<file path="src/rtl/store_sequencer.sv">
// store_sequencer
//   Front-end control stage for the 4-slot byte latch bank. It synchronizes and
//   debounces the raw store/clear buttons, snapshots the switch byte, steps the
//   slot pointer, and emits a one-cycle store strobe. data_out and sel are held
//   stable around the strobe.
//
// Ports
//   clk         in   100 MHz system clock
//   rst_n       in   asynchronous active-low reset
//   btn_store   in   raw store button (asynchronous, bouncy)
//   btn_clear   in   raw clear button (asynchronous, bouncy)
//   sw[7:0]     in   raw switch byte (asynchronous)
//   data_out    out  registered switch snapshot for the latch bank
//   sel         out  target slot for the latch bank
//   store       out  one-cycle write strobe
//   slot_valid  out  bit i set once slot i is written since the last clear/reset
//   full        out  all four slots valid
//   overflow    out  one-cycle pulse when a press is rejected on a full bank (WRAP=0)
module store_sequencer #(
    parameter int unsigned DEBOUNCE_CYCLES = 1_000_000,
    parameter int unsigned SYNC_STAGES     = 2,
    parameter bit          WRAP            = 1'b0
) (
    input  logic       clk,
    input  logic       rst_n,
    input  logic       btn_store,
    input  logic       btn_clear,
    input  logic [7:0] sw,
    output logic [7:0] data_out,
    output logic [1:0] sel,
    output logic       store,
    output logic [3:0] slot_valid,
    output logic       full,
    output logic       overflow
);

    localparam int unsigned CntW = (DEBOUNCE_CYCLES > 2) ? $clog2(DEBOUNCE_CYCLES) : 1;
    localparam logic [CntW-1:0] CntMax = CntW'(DEBOUNCE_CYCLES - 1);

    typedef enum logic [2:0] {
        StIdle,
        StCapture,
        StStrobe,
        StRelease,
        StWaitRel
    } state_e;

    // Synchronizers
    logic [SYNC_STAGES-1:0]      store_sync_q, store_sync_d;
    logic [SYNC_STAGES-1:0]      clear_sync_q, clear_sync_d;
    logic [SYNC_STAGES-1:0][7:0] sw_sync_q, sw_sync_d;

    // Debouncers: index 0 = store, index 1 = clear
    logic [1:0]      btn_synced;
    logic [1:0]      deb_q, deb_d;
    logic [1:0]      deb_prev_q;
    logic [CntW-1:0] cnt_q [2];
    logic [CntW-1:0] cnt_d [2];
    logic            store_rise, clear_rise;

    // Sequencer
    state_e     state_q, state_d;
    logic [7:0] data_q, data_d;
    logic [1:0] sel_q, sel_d;
    logic [1:0] ptr_q, ptr_d;
    logic [3:0] valid_q, valid_d;
    logic       full_q, full_d;
    logic       overflow_q, overflow_d;
    logic       pend_q, pend_d;
    logic       do_clear;

    always_comb begin
        store_sync_d = {store_sync_q[SYNC_STAGES-2:0], btn_store};
        clear_sync_d = {clear_sync_q[SYNC_STAGES-2:0], btn_clear};
        sw_sync_d    = {sw_sync_q[SYNC_STAGES-2:0], sw};
        btn_synced   = {clear_sync_q[SYNC_STAGES-1], store_sync_q[SYNC_STAGES-1]};
    end

    // Counter runs only while the synced level disagrees with the debounced one,
    // so any disagreement shorter than DEBOUNCE_CYCLES is discarded.
    always_comb begin
        for (int i = 0; i < 2; i++) begin
            deb_d[i] = deb_q[i];
            cnt_d[i] = '0;
            if (btn_synced[i] != deb_q[i]) begin
                if (cnt_q[i] == CntMax) begin
                    deb_d[i] = ~deb_q[i];
                end else begin
                    cnt_d[i] = cnt_q[i] + CntW'(1);
                end
            end
        end
    end

    assign store_rise = deb_q[0] & ~deb_prev_q[0];
    assign clear_rise = deb_q[1] & ~deb_prev_q[1];

    always_comb begin
        state_d    = state_q;
        data_d     = data_q;
        sel_d      = sel_q;
        ptr_d      = ptr_q;
        valid_d    = valid_q;
        pend_d     = pend_q;
        overflow_d = 1'b0;
        do_clear   = 1'b0;

        unique case (state_q)
            StIdle: begin
                if (clear_rise) begin
                    // Clear wins over a simultaneous store press.
                    do_clear = 1'b1;
                    if (store_rise) state_d = StWaitRel;
                end else if (store_rise) begin
                    if (!full_q || WRAP) begin
                        state_d = StCapture;
                    end else begin
                        overflow_d = 1'b1;
                        state_d    = StWaitRel;
                    end
                end
            end
            StCapture: begin
                data_d  = sw_sync_q[SYNC_STAGES-1];
                sel_d   = ptr_q;
                state_d = StStrobe;
                if (clear_rise) pend_d = 1'b1;
            end
            StStrobe: begin
                state_d = StRelease;
                if (clear_rise) pend_d = 1'b1;
            end
            StRelease: begin
                valid_d[sel_q] = 1'b1;
                ptr_d          = ptr_q + 2'd1;
                state_d        = StWaitRel;
                if (clear_rise) pend_d = 1'b1;
            end
            StWaitRel: begin
                // A clear deferred during the write lands here, after the slot bit was set.
                if (pend_q || clear_rise) begin
                    do_clear = 1'b1;
                    pend_d   = 1'b0;
                end
                if (!deb_q[0]) state_d = StIdle;
            end
            default: state_d = StIdle;
        endcase

        if (do_clear) begin
            valid_d = '0;
            ptr_d   = '0;
        end
        full_d = &valid_d;
    end

    always_ff @(posedge clk or negedge rst_n) begin
        if (!rst_n) begin
            store_sync_q <= '0;
            clear_sync_q <= '0;
            sw_sync_q    <= '0;
            deb_q        <= '0;
            deb_prev_q   <= '0;
            cnt_q[0]     <= '0;
            cnt_q[1]     <= '0;
            state_q      <= StIdle;
            data_q       <= '0;
            sel_q        <= '0;
            ptr_q        <= '0;
            valid_q      <= '0;
            full_q       <= 1'b0;
            overflow_q   <= 1'b0;
            pend_q       <= 1'b0;
        end else begin
            store_sync_q <= store_sync_d;
            clear_sync_q <= clear_sync_d;
            sw_sync_q    <= sw_sync_d;
            deb_q        <= deb_d;
            deb_prev_q   <= deb_q;
            cnt_q[0]     <= cnt_d[0];
            cnt_q[1]     <= cnt_d[1];
            state_q      <= state_d;
            data_q       <= data_d;
            sel_q        <= sel_d;
            ptr_q        <= ptr_d;
            valid_q      <= valid_d;
            full_q       <= full_d;
            overflow_q   <= overflow_d;
            pend_q       <= pend_d;
        end
    end

    // Decoded straight from the state register so reset drops it immediately.
    assign store      = (state_q == StStrobe);
    assign data_out   = data_q;
    assign sel        = sel_q;
    assign slot_valid = valid_q;
    assign full       = full_q;
    assign overflow   = overflow_q;

endmodule

</file>
<file path="config.mk">
export PLATFORM = sky130hd
export DESIGN_NAME = store_sequencer
export DESIGN_NICKNAME = d
export VERILOG_FILES = /design/src/rtl/store_sequencer.sv
export SDC_FILE = /design/constraint.sdc
export NUM_CORES = 1
export LEC_CHECK = 0
export ABC_AREA = 1
export CORE_ASPECT_RATIO = 0.9
export CORE_UTILIZATION = 30
export DETAILED_ROUTE_END_ITERATION = 16
export PLACE_DENSITY = 0.56
export SETUP_SLACK_MARGIN = 0.05
export SYNTH_ARGS = -nofsm -noshare
export SYNTH_HDL_FRONTEND = slang
export SYNTH_SLANG_ARGS = --single-unit
</file>
<file path="constraint.sdc">
create_clock -name clk -period 1.4 [get_ports clk]
set_input_delay 0.21 -clock clk [delete_from_list [all_inputs] [get_ports clk]]
set_output_delay 0.21 -clock clk [all_outputs]
set_load 0.01 [all_outputs]
</file>
==> flow_summary.yaml, run 1 <==
pwr:
  peakVddDrop_mv: 0.801
  leakagePower_uw: 0.00234
  power.density_mw_per_mm2: 986
  fin_total_pwr_uw: 5170
worst_setup_path:
  path_cells: "ha_4 -> nand3_4 -> nor2_4 -> buf_6 -> buf_4 -> xnor2_1 -> nor2_1"
  reg2reg_from: "cnt_q[21]$_DFF_PN0_"
  slowest_delay_ns: 0.41
  crit_required_ns: 1.62
  cp_top_family: "flip-flops"
  cp_slowest_cell: "dfrtp_1"
  cp-end-kind: "register"
  r2r-end: "cnt_q[26]$_DFF_PN0_"
  path_buf_inv: 2
  start_kind: "register"
  worstRegToRegCells: 7
  rrSetupSlack_ns: 0.08
  crit_cells: 7
  cp.arrival_ns: 1.55
  crit_type: "reg -> reg"
  cp_max_fo: 4
logic_synthesis:
  synth_edf_count: 0
  async_flop_share_pct: 100
  yosysMostFrequentCell: "nor2_1"
  synth_ff_type: "dfrtp_1"
  synthSimpleGateAreaFrac_pct: 28.3
  ys_top_cells_by_area: "dfrtp_1 55%, nor2_1 8.9%, nand2_1 6.4%"
  synth_warnings: 0
  yosysTopAreaCellShare_pct: 55.1
  synthMuxAreaShare_pct: 2.31
  ys_seq_area_share_pct: 55.1
  avgSynthCellArea_sq_um: 8.90
  syn-num-nets: 453
  synth-compound-area-share_pct: 3.46
  synth_area_sq_mm: 0.00390
  ys_types: 27
  synth_top_family_by_area: "simple AND/OR/NAND/NOR gates"
  synthCells: 439
  yosysTopAreaCell: "dfrtp_1"
  synth_fa_ha_area_share_pct: 0.641
  ys_ff_latch: 86
  synth_xor_area_share_pct: 4.49
  yosys-top-cells-count: "93 x nor2_1, 86 x dfrtp_1, 67 x nand2_1"
clocking:
  clock_sinks: 86
  cts_tree: "done"
  htree_levels: 3
  numCtsBuffers: 9
  clkTransAtPathRegs_ns: 0.07
  cts.path.max_buffers: 2
  clock-root-buffer: "clkbuf_16"
  worstSkewPairLatency_ns: 0.34
place:
  dp_cells: 656
  port_buffers: 28
  hpwl_mm: 5.87
  place_ws_ns: -0.0717
  place.gp.congestion: 0.902
final_layout:
  nets: 525
  synthToLayoutAreaGrowth_pct: 34.4
  drive_above_1_share_pct: 27.1
  final_cells: 680
  n_antenna_cell: 0
run:
  cap_violations: 0
grt:
  grt_overflow_total: 0
  grt_pass1_wl_mm: 14.2
  grt_pass1_vias: 3070
  grt_max_degree: 31
  antenna_found_initial: 0
  grt_use_total_pct: 13.6
routing:
  drt_wl_total_mm: 8.25
  drt_iter0_drc: 187
  via_per_inst: 4.51
  wire_per_inst_microns: 12.1
  vias: 3067
  firstDrtPassIters: 4
  route.detailed.drc: 0
  detail-route-antenna-nets: 0
floorplan:
  ios: 29
  dieArea_sq_mm: 0.0135
  die_w_microns: 122
  die-height_microns: 110
  initial_core_util_pct: 30.8
  core_area_sq_mm: 0.0127
  rows: 39
timing:
  hold_viol_final: 0
  finClkSkew_ns: 0.00593
  worst_slack_ns: 0.0754
  final-setup-viol-count: 0
  finalWorstPathRequiredPeriod_ns: 1.32
  fin_setup_tns_ns: 0
  final_max_slew_viol_count: 0
  max_freq_ghz: 0.755
  rsz0062_at_grt: "yes"
  hold_slack_ns: 0.305
  worstMarginPinSlew_ns: 0.420
  fin_crit_sh_pct: 94.6
  slew_headroom_pct: 72.0
status:
  status: "finished clean"
hold_path:
  holdPathStages: 1
  min_from: "sw[6]"
  hold_class: "in -> reg"
  min_to: "sw_sync_d[14]$_DFF_PN0_"
-- repair_timing --
item,CTS,global route
setup endpoints to repair,37,42
gates resized for setup,34,71
pin swaps,2,28
hold endpoints to repair,24,0
hold buffers,1,0
buffers inserted,1,6
-- metal layers --
metal | vias to the layer above | track usage, % | share of wire (%) | routed length, microns
met2 | 41 | 21.9 | 47 | 3870
met1 | 1479 | 17.8 | 48 | 3990
met3 | 13 | 3.81 | 2.9 | 242
li1 | 1534 | - | - | -
met5 | - | 0 | 0 | 0
met4 | 0 | 3.75 | 1.8 | 147
-- kinds of logic after synthesis --
family          Yosys count
flops                    86
xor+xnor                 20
compound gates           24
fa+ha+maj                 2
simple gates            243
buf+inv                  56
mux                       8
-- cell usage in the layout (no fill, tap or decap), types with 10 or more instances in the layout --
cell type         n
buf_4            27
clkdlybuf4s50_1  10
dfrtp_1          81
dlygate4sd2_1    16
inv_1            45
nand2_1          59
nand2_2          11
nand3_1          31
nor2_1           76
nor2_2           18
nor2_4           11
xor2_1           10
-- area by class of cell --
class	instances	area [sq um]
clock inverters	6	76.3
multi-input cells	297	1800
clock buffers	10	229
fillers	1224	7440
inverters	54	205
flip-flops and latches	86	2160
well taps	164	205
repair buffers	63	574
-- where the power goes --
part	total, uW	internal (uW)	switching [uW]
clock network	2440	1410	1020
registers	2550	2530	27.4
logic	182	80.7	101
total	5170	4020	1150
-- worst max-delay path by stage --
stage	from	to
6_report	cnt_q[21]$_DFF_PN0_	cnt_q[26]$_DFF_PN0_
2_1_floorplan	cnt_q[20]$_DFF_PN0_	cnt_q[32]$_DFF_PN0_
4_1_cts	state_q[0]$_DFFE_PN0P_	state_q[2]$_DFFE_PN0P_
3_5_place_dp	state_q[2]$_DFFE_PN0P_	store
3_3_place_gp	state_q[2]$_DFFE_PN0P_	store
5_1_grt	cnt_q[26]$_DFF_PN0_	cnt_q[35]$_DFF_PN0_
-- state kept, by name (all words and copies together) (netlist names), 3 cells and up --
register and cells:
sw_sync_q 8, state_q 3, cnt_q 40, slot_valid 4
data_out 8, sw_sync_d 8
-- per-stage QoR --
stage	instance area (sq um)	utilization [%]
2_1_floorplan	3910	-
3_3_place_gp	4610	36.3
3_5_place_dp	4610	36.3
4_1_cts	4970	39.2
5_1_grt	5250	41.4
6_report	5250	41.4
-- worst reg2reg max path, stage by stage, from the launching register on --
cell and delay, ns:
dfrtp_1 0.41, ha_4 0.18, nand3_4 0.11, nor2_4 0.06
buf_6 0.12, buf_4 0.12, xnor2_1 0.15, nor2_1 0.07
No activity file was read; power rests on OpenSTA's default activity.
==> inputs of run 2 (changes only) <==
CELL_PAD_IN_SITES_DETAIL_PLACEMENT = 0   (was default)
CELL_PAD_IN_SITES_GLOBAL_PLACEMENT = 1   (was default)
CTS_CLUSTER_DIAMETER = 100   (was default)
PLACE_DENSITY = 0.67   (was 0.56)
==> run 2 against run 1 <==
Compared with the run above: highest routed layer unchanged; first-iteration DRC count decreased by 17%; critical path type unchanged; utilization is 2.7 points higher; die area unchanged; setup slack worse by 0.017 ns; sequential power barely moved; power is 4.2% higher; design area is 6.5% higher; wire length is 8.3% higher; maximum frequency shrank 1.3%; global-route usage increased by 0.78 points; clock skew up 0.0015 ns.
==> flow_summary.yaml, run 2 (same netlist as run 1, synthesis figures left out) <==
grt:
  antenna_found_initial: 0
  grt_pass1_wl_mm: 14.5
  grt_pass1_vias: 3092
  grt_use_total_pct: 14.3
  grt_max_degree: 37
  grt_overflow_total: 0
routing:
  wl_met1_mm: 3.98
  top_layer: "met4"
  wl_met2_mm: 4.48
  firstDrtPassIters: 4
  drt_iter0_drc: 156
  drt_wl_total_mm: 8.93
  vias: 3180
  detail-route-antenna-nets: 0
  route.detailed.drc: 0
  via_per_inst: 4.50
  met3_length_microns: 330
  wire_per_inst_microns: 12.7
timing:
  fin_crit_sh_pct: 95.8
  final_max_slew_viol_count: 0
  rsz0062_at_grt: "yes"
  worstMarginPinSlew_ns: 0.266
  max_freq_ghz: 0.745
  worst_slack_ns: 0.0585
  hold_viol_final: 0
  final-setup-viol-count: 0
  finClkSkew_ns: 0.00739
  slew_headroom_pct: 82.1
  finalWorstPathRequiredPeriod_ns: 1.34
final_layout:
  largest_reg_flops: 40
  top_register: "cnt_q"
  nFillCells: 1231
  final_common_cell: "dfrtp_1"
  drive_above_1_share_pct: 33.8
  fin_util_pct: 44.0
  nets: 551
  n_antenna_cell: 0
  synthToLayoutAreaGrowth_pct: 43.1
  mostFrequentLayoutCells: "79 x dfrtp_1, 68 x nor2_1, 59 x nand2_1, 47 x buf_4, 43 x inv_1"
clocking:
  clkTransAtPathRegs_ns: 0.07
  cts_tree: "done"
  clock-root-buffer: "clkbuf_16"
  worstSkewPairLatency_ns: 0.35
  htree_levels: 3
  numCtsBuffers: 9
  clock_sinks: 86
  cts.path.max_buffers: 2
worst_setup_path:
  crit_cells: 6
  path_buf_inv: 1
  cp_max_fo: 4
  r2r-end: "deb_q[0]$_DFFE_PN0P_"
  cp_top_family: "simple AND/OR/NAND/NOR gates"
  slowest_delay_ns: 0.40
  path_cells: "ha_4 -> nand3_4 -> nor2_4 -> buf_6 -> nand4_1 -> and2_1"
  crit_type: "reg -> reg"
  cp-end-kind: "register"
  crit_required_ns: 1.63
  cp.arrival_ns: 1.57
  worstRegToRegCells: 6
  start_kind: "register"
  rrSetupSlack_ns: 0.06
  reg2reg_from: "cnt_q[21]$_DFF_PN0_"
  cp_slowest_cell: "dfrtp_1"
place:
  hpwl_mm: 6.14
  place_ws_ns: -0.0156
  place.gp.congestion: 0.783
  port_buffers: 28
floorplan:
  dieArea_sq_mm: 0.0135
  ios: 29
  rows: 39
  die-height_microns: 110
  die_w_microns: 122
  core_area_sq_mm: 0.0127
  initial_core_util_pct: 30.8
hold_path:
  hold_class: "in -> async"
pwr:
  peakVddDrop_mv: 0.460
  power.density_mw_per_mm2: 965
  leakagePower_uw: 0.00250
status:
  status: "finished clean"
run:
  cap_violations: 0
-- run 2: layout make-up --
type	instances	area [sq um]	area share, %
clock buffer	9	225	4.03
clock inverter	7	103	1.84
inverter	54	205	3.67
multi-input combinational	297	1900	33.9
sequential	86	2160	38.7
tap	164	205	3.67
timing repair buffer	89	792	14.2
-- run 2: how the worst max path moves through the flow --
stage	slack, ns	from	end
final	0.06	cnt_q[21]$_DFF_PN0_	deb_q[0]$_DFFE_PN0P_
after global routing	-0.02	cnt_q[11]$_DFF_PN0_	cnt_q[9]$_DFF_PN0_
after CTS	-0.06	state_q[0]$_DFFE_PN0P_	store
after detailed placement	-0.02	cnt_q[21]$_DFF_PN0_	cnt_q[36]$_DFF_PN0_
after global placement	-0.01	state_q[0]$_DFFE_PN0P_	store
after floorplan	0.10	cnt_q[20]$_DFF_PN0_	cnt_q[32]$_DFF_PN0_
-- run 2: worst reg2reg max path: cells and delay by family (launching register included) --
kind          cells  cell delay, ns
simple gates      4            0.52
buf+inv           1            0.13
fa+ha+maj         1            0.17
flops             1            0.40
-- run 2: where the power goes --
group          leakage [uW]  switching [uW]  internal [uW]
combinational       0.00120             118            102
sequential          0.00114            25.2           2530
clock              0.000157            1030           1580
total               0.00250            1180           4210
-- run 2: metrics by stage --
stage / total power (uW) / TNS [ns] / hold slack, ns / instance area [sq um] / cells
floorplan: 2640 / 0 / -0.0856 / 3910 / 439
CTS: 5450 / -0.0552 / 0.267 / 5090 / 687
finish: 5390 / 0 / 0.273 / 5590 / 706
global placement: 2770 / -0.00976 / 0.101 / 4700 / 668
global route: 5630 / -0.0960 / 0.279 / 5590 / 706
detailed placement: 2770 / -0.0343 / 0.101 / 4700 / 668
-- run 2: routing by layer --
| layer | vias to the layer above | track usage, % |
|---|---|---|
| met4 | 0 | 4.97 |
| li1 | 1591 | - |
| met5 | - | 0 |
| met2 | 45 | 23.4 |
| met3 | 12 | 4.32 |
| met1 | 1532 | 18.0 |
-- run 2: what timing repair did --
item	in CTS	in global routing
hold buffers	1	0
pin swaps	2	42
setup endpoints to repair	39	44
setup buffers	2	19
endpoints found under the hold margin	14	0
gates resized for setup	33	104
